[config.mk]
export PLATFORM = sky130hd
export DESIGN_NAME = aig_bench_driver
export DESIGN_NICKNAME = d
export VERILOG_FILES = /design/src/rtl/aig_bench_driver.sv
export SDC_FILE = /design/constraint.sdc
export NUM_CORES = 1
export LEC_CHECK = 0
export ABC_AREA = 1
export BUFFER_PORTS_ARGS = -buffer_cell sky130_fd_sc_hd__buf_4
export CAP_MARGIN = 20
export CORE_MARGIN = 2
export CORE_UTILIZATION = 57
export CTS_CLUSTER_SIZE = 8
export DETAILED_ROUTE_END_ITERATION = 10
export PLACE_DENSITY = 0.94
export SYNTH_ARGS = -nofsm -noshare
export SYNTH_HDL_FRONTEND = slang
export SYNTH_SLANG_ARGS = --single-unit
export TNS_END_PERCENT = 1
[constraint.sdc]
create_clock -name clk -period 3.6 [get_ports clk]
set_input_delay 0.72 -clock clk [delete_from_list [all_inputs] [get_ports clk]]
set_output_delay 0.72 -clock clk [all_outputs]
set_load 0.03 [all_outputs]
[src/rtl/aig_bench_driver.sv]
// Exhaustive input sweep harness for small combinational netlists. It compacts
// the netlist outputs into a MISR signature and checks it against an expected value.
module aig_bench_driver #(
  parameter int unsigned      N_IN     = 9,
  parameter int unsigned      N_OUT    = 6,
  parameter int unsigned      SIG_W    = 16,
  parameter logic [SIG_W-1:0] SIG_POLY = 16'h1021,
  parameter int unsigned      SETTLE   = 2
) (
  input  logic             clk,
  input  logic             rst_n,
  input  logic             start,
  input  logic [SIG_W-1:0] exp_sig,
  input  logic [N_OUT-1:0] f,
  output logic [N_IN-1:0]  x,
  output logic             busy,
  output logic             done,
  output logic             pass,
  output logic [SIG_W-1:0] signature
);

  localparam int unsigned CW = (SETTLE > 1) ? $clog2(SETTLE) : 1;

  typedef enum logic [1:0] {IDLE, DRIVE, SAMPLE, DONE} state_t;

  state_t           state;
  logic [CW-1:0]    settle_cnt;
  logic [SIG_W-1:0] exp_q;
  logic [SIG_W-1:0] sig_next;

  always_comb begin
    sig_next = {signature[SIG_W-2:0], 1'b0}
             ^ (signature[SIG_W-1] ? SIG_POLY : '0)
             ^ SIG_W'(f);
  end

  always_ff @(posedge clk) begin
    if (!rst_n) begin
      state      <= IDLE;
      x          <= '0;
      busy       <= 1'b0;
      done       <= 1'b0;
      pass       <= 1'b0;
      signature  <= '0;
      settle_cnt <= '0;
      exp_q      <= '0;
    end else begin
      done <= 1'b0;
      case (state)
        IDLE: begin
          if (start) begin
            state      <= DRIVE;
            x          <= '0;
            signature  <= '0;
            exp_q      <= exp_sig;
            pass       <= 1'b0;
            busy       <= 1'b1;
            settle_cnt <= '0;
          end
        end
        DRIVE: begin
          if (settle_cnt == CW'(SETTLE - 1)) state <= SAMPLE;
          else settle_cnt <= settle_cnt + CW'(1);
        end
        SAMPLE: begin
          signature <= sig_next;
          if (x == '1) begin
            state <= DONE;
          end else begin
            x          <= x + N_IN'(1);
            settle_cnt <= '0;
            state      <= DRIVE;
          end
        end
        DONE: begin
          // done/pass become visible in the following IDLE cycle, so a held
          // start is accepted one cycle after the done pulse.
          done  <= 1'b1;
          busy  <= 1'b0;
          pass  <= (signature == exp_q);
          state <= IDLE;
        end
        default: state <= IDLE;
      endcase
    end
  end

endmodule

==> metrics <==
flops & latches, synth 47; routing usage on met3 between 6 and 7%; Die Height 65.7 µm; antenna-violating nets left 0; Synth Instances 316; post-layout util roughly three quarters; Critical Path, Cell by Cell nor2_1 > nand2_1 > nand2_1 > inv_1 > nand2_1 > a21oi_1; GRT busiest layer met2; WP data required 3.84 ns; Mapped Area 2170 µm²; WP data arrival 2.18 ns; worst stage delay on the critical path about 0.7 ns; number of I/O pins 53; met2 Track Usage GR 43.7%; worst-path fanout max 32; share of cells above drive strength 1 18.3%; Max IR drop VDD 0.000431 V; Tightest Pin Transition 0.903 ns; antenna violations before repair 0; wire length per cell 12.2 µm; Worst Slack Setup Final 1.66 ns; Place WS about 1.5 ns; Core Area 3660 µm²; most frequent cells in the layout 90 x nand2_1, 52 x buf_4, 47 x dfxtp_1; Layout area overhead 23.5%; clock skew around 0.0078 ns; max_slew headroom roughly 40%; Distinct cells, synth 25; Die ar. 4320 µm²; Crit Path Category flip-flop to flip-flop; mux contribution to synthesized area 0%; WL final 5.05 mm; first-pass GRT wire length 8.18 mm; Buffers on Ports between 50 and 60; Post-CTS Hold Buffers 0; RSZ-0062 raised after global routing false; R2R cell count 6; CP endpoint kind flip-flop; H-Tree Depth 2; n_diodes 0; hpwl dp 3.58 mm; Worst path depth 6; vias per cell between 5 and 6; total global-route track usage 25.0%; Max Fclk 0.517 GHz; final worst path period share 53.8%; # rows 22; Critical Path Most Common Cell nand2_1; Hold Path Cell Cnt 2; startpoint types flip-flop; total power divided by cell area 412 nW/µm²; combinational family with the most area after synthesis simple AND/OR/NAND/NOR gates; CTS tree built; CP top delay family simple AND/OR/NAND/NOR gates; Hold Path Class flip-flop to flip-flop; status complete, no violations; Setup Buffers After CTS 0; RePlAce Congestion 0.807; number of global-route vias before repair 1892; endpoints failing setup 0; DRT Pass-1 Iters 5; FFs w/ async S/R, synth 0%; Initial Util 59.3%; clock-pin slew on the worst setup and hold paths 0.08 ns; area share of xor/xnor cells in the synthesized design 0.807%; clk root buf clkbuf_8; internal reg-to-reg setup slack 1.66 ns; Post-CTS Resized 0; Synth Area in Compound Gates 17.6%; largest net degree at the start of global routing 33; total negative setup slack 0 ns; LEAKAGE 1.17 nW; fin. max-slew vios 0; Post-synth EDFFs 0; commonest non-fill, non-tap cell in the layout nand2_1; CP bufs+invs 1; Iteration-0 DRC Markers roughly 100; DR DRC count 0; Fin. Hold Viols 0; Die X about 66 µm; worst skew pair latency approximately 0.31 ns; simple-gate share of the synthesized area 27.5%; GRT overflow 0; CTS Buffer Depth 2; total of max-cap violations 0; minimum clock period 1.94 ns; CP max stage cell nand2_1; fin nets 394; sequential fraction of the synthesis area roughly 43%; Syn Nets about 340; # clock sinks 47; Synth Area per Inst 6.87 µm²; met1 Use GR 29.5%; Post-Synth Adder-Cell Area 1.15%; Num CTS Buffers 5; dominant synthesized flop cell dfxtp_1; via count 2131; YS warnings 0
-- worst reg2reg max path, delay by kind of cell (launching register included) --
kind                   cells  cell delay [ns]
buffers and inverters      1             0.21
AO/OA/AOI/OAI              1             0.11
flip-flops                 1             0.53
AND/OR/NAND/NOR            4             1.01
-- kinds of logic (layout without fill, tap and decap cells) --
group / after synthesis / after routing
and+or+nand+nor: 141 / 141
DFF: 47 / 47
AOI/OAI and AO/OA: 73 / 73
adders and majority gates: 2 / 2
xor gates and xnor gates: 2 / 2
buffers and inverters: 51 / 102
-- stage by stage --
stage / instances / area (µm²) / power, mW / hold WS, ns
floorplan: 316 / 2170 / 0.688 / 0.441
global placement: 408 / 2580 / 0.732 / 0.451
detailed placement: 408 / 2580 / 0.738 / 0.459
CTS: 415 / 2680 / 1.10 / 0.474
global route: 415 / 2680 / 1.15 / 0.494
finish: 415 / 2680 / 1.10 / 0.473
-- Yosys cell counts, types with 2 or more instances --
master    number  area, µm²
dfxtp_1       47        941
or2_2          3       18.8
ha_1           2       25.0
clkbuf_1       2       7.51
nand2_1       90        338
o21ai_0       24        120
nand4_1        3       18.8
buf_2          2       10.0
buf_4          3       22.5
a21oi_1       46        230
inv_1         42        158
nor2_1        28        105
nor3_1         2       10.0
nand3_1       11       55.1
-- metal layers --
| layer | routed length [µm] | vias to the layer above |
|---|---|---|
| li1 | - | 1099 |
| met1 | 2290 | 968 |
| met2 | 2470 | 58 |
| met3 | 226 | 6 |
| met4 | 65 | 0 |
| met5 | 0 | - |
-- state kept, by name, summed over array words and instances, names as in the netlist --
signal,count
busy,1
done,1
exp_q,16
pass,1
settle_cnt,1
signature,16
state,2
x,9
-- final cells by class --
type                       count  area, µm²
clock buffer                   6       72.6
sequential                    47        941
clock inverter                 1       30.0
inverter                      43        164
multi-input combinational    218       1020
fill                         294        982
timing repair buffer          52        390
tap                           48       60.1
-- power breakdown --
group / switching, mW / internal (mW) / leakage, nW
logic: 0.101 / 0.0634 / 0.733
registers: 0.0181 / 0.546 / 0.383
clock network: 0.173 / 0.204 / 0.0513
-- path summary, 6_finish.rpt --
path                 start       end
setup / recovery  state[1]      x[5]
hold / removal    exp_q[2]  exp_q[2]
setup reg to reg  state[1]      x[5]
hold reg to reg   exp_q[2]  exp_q[2]
(Power assumes the default switching activity.)
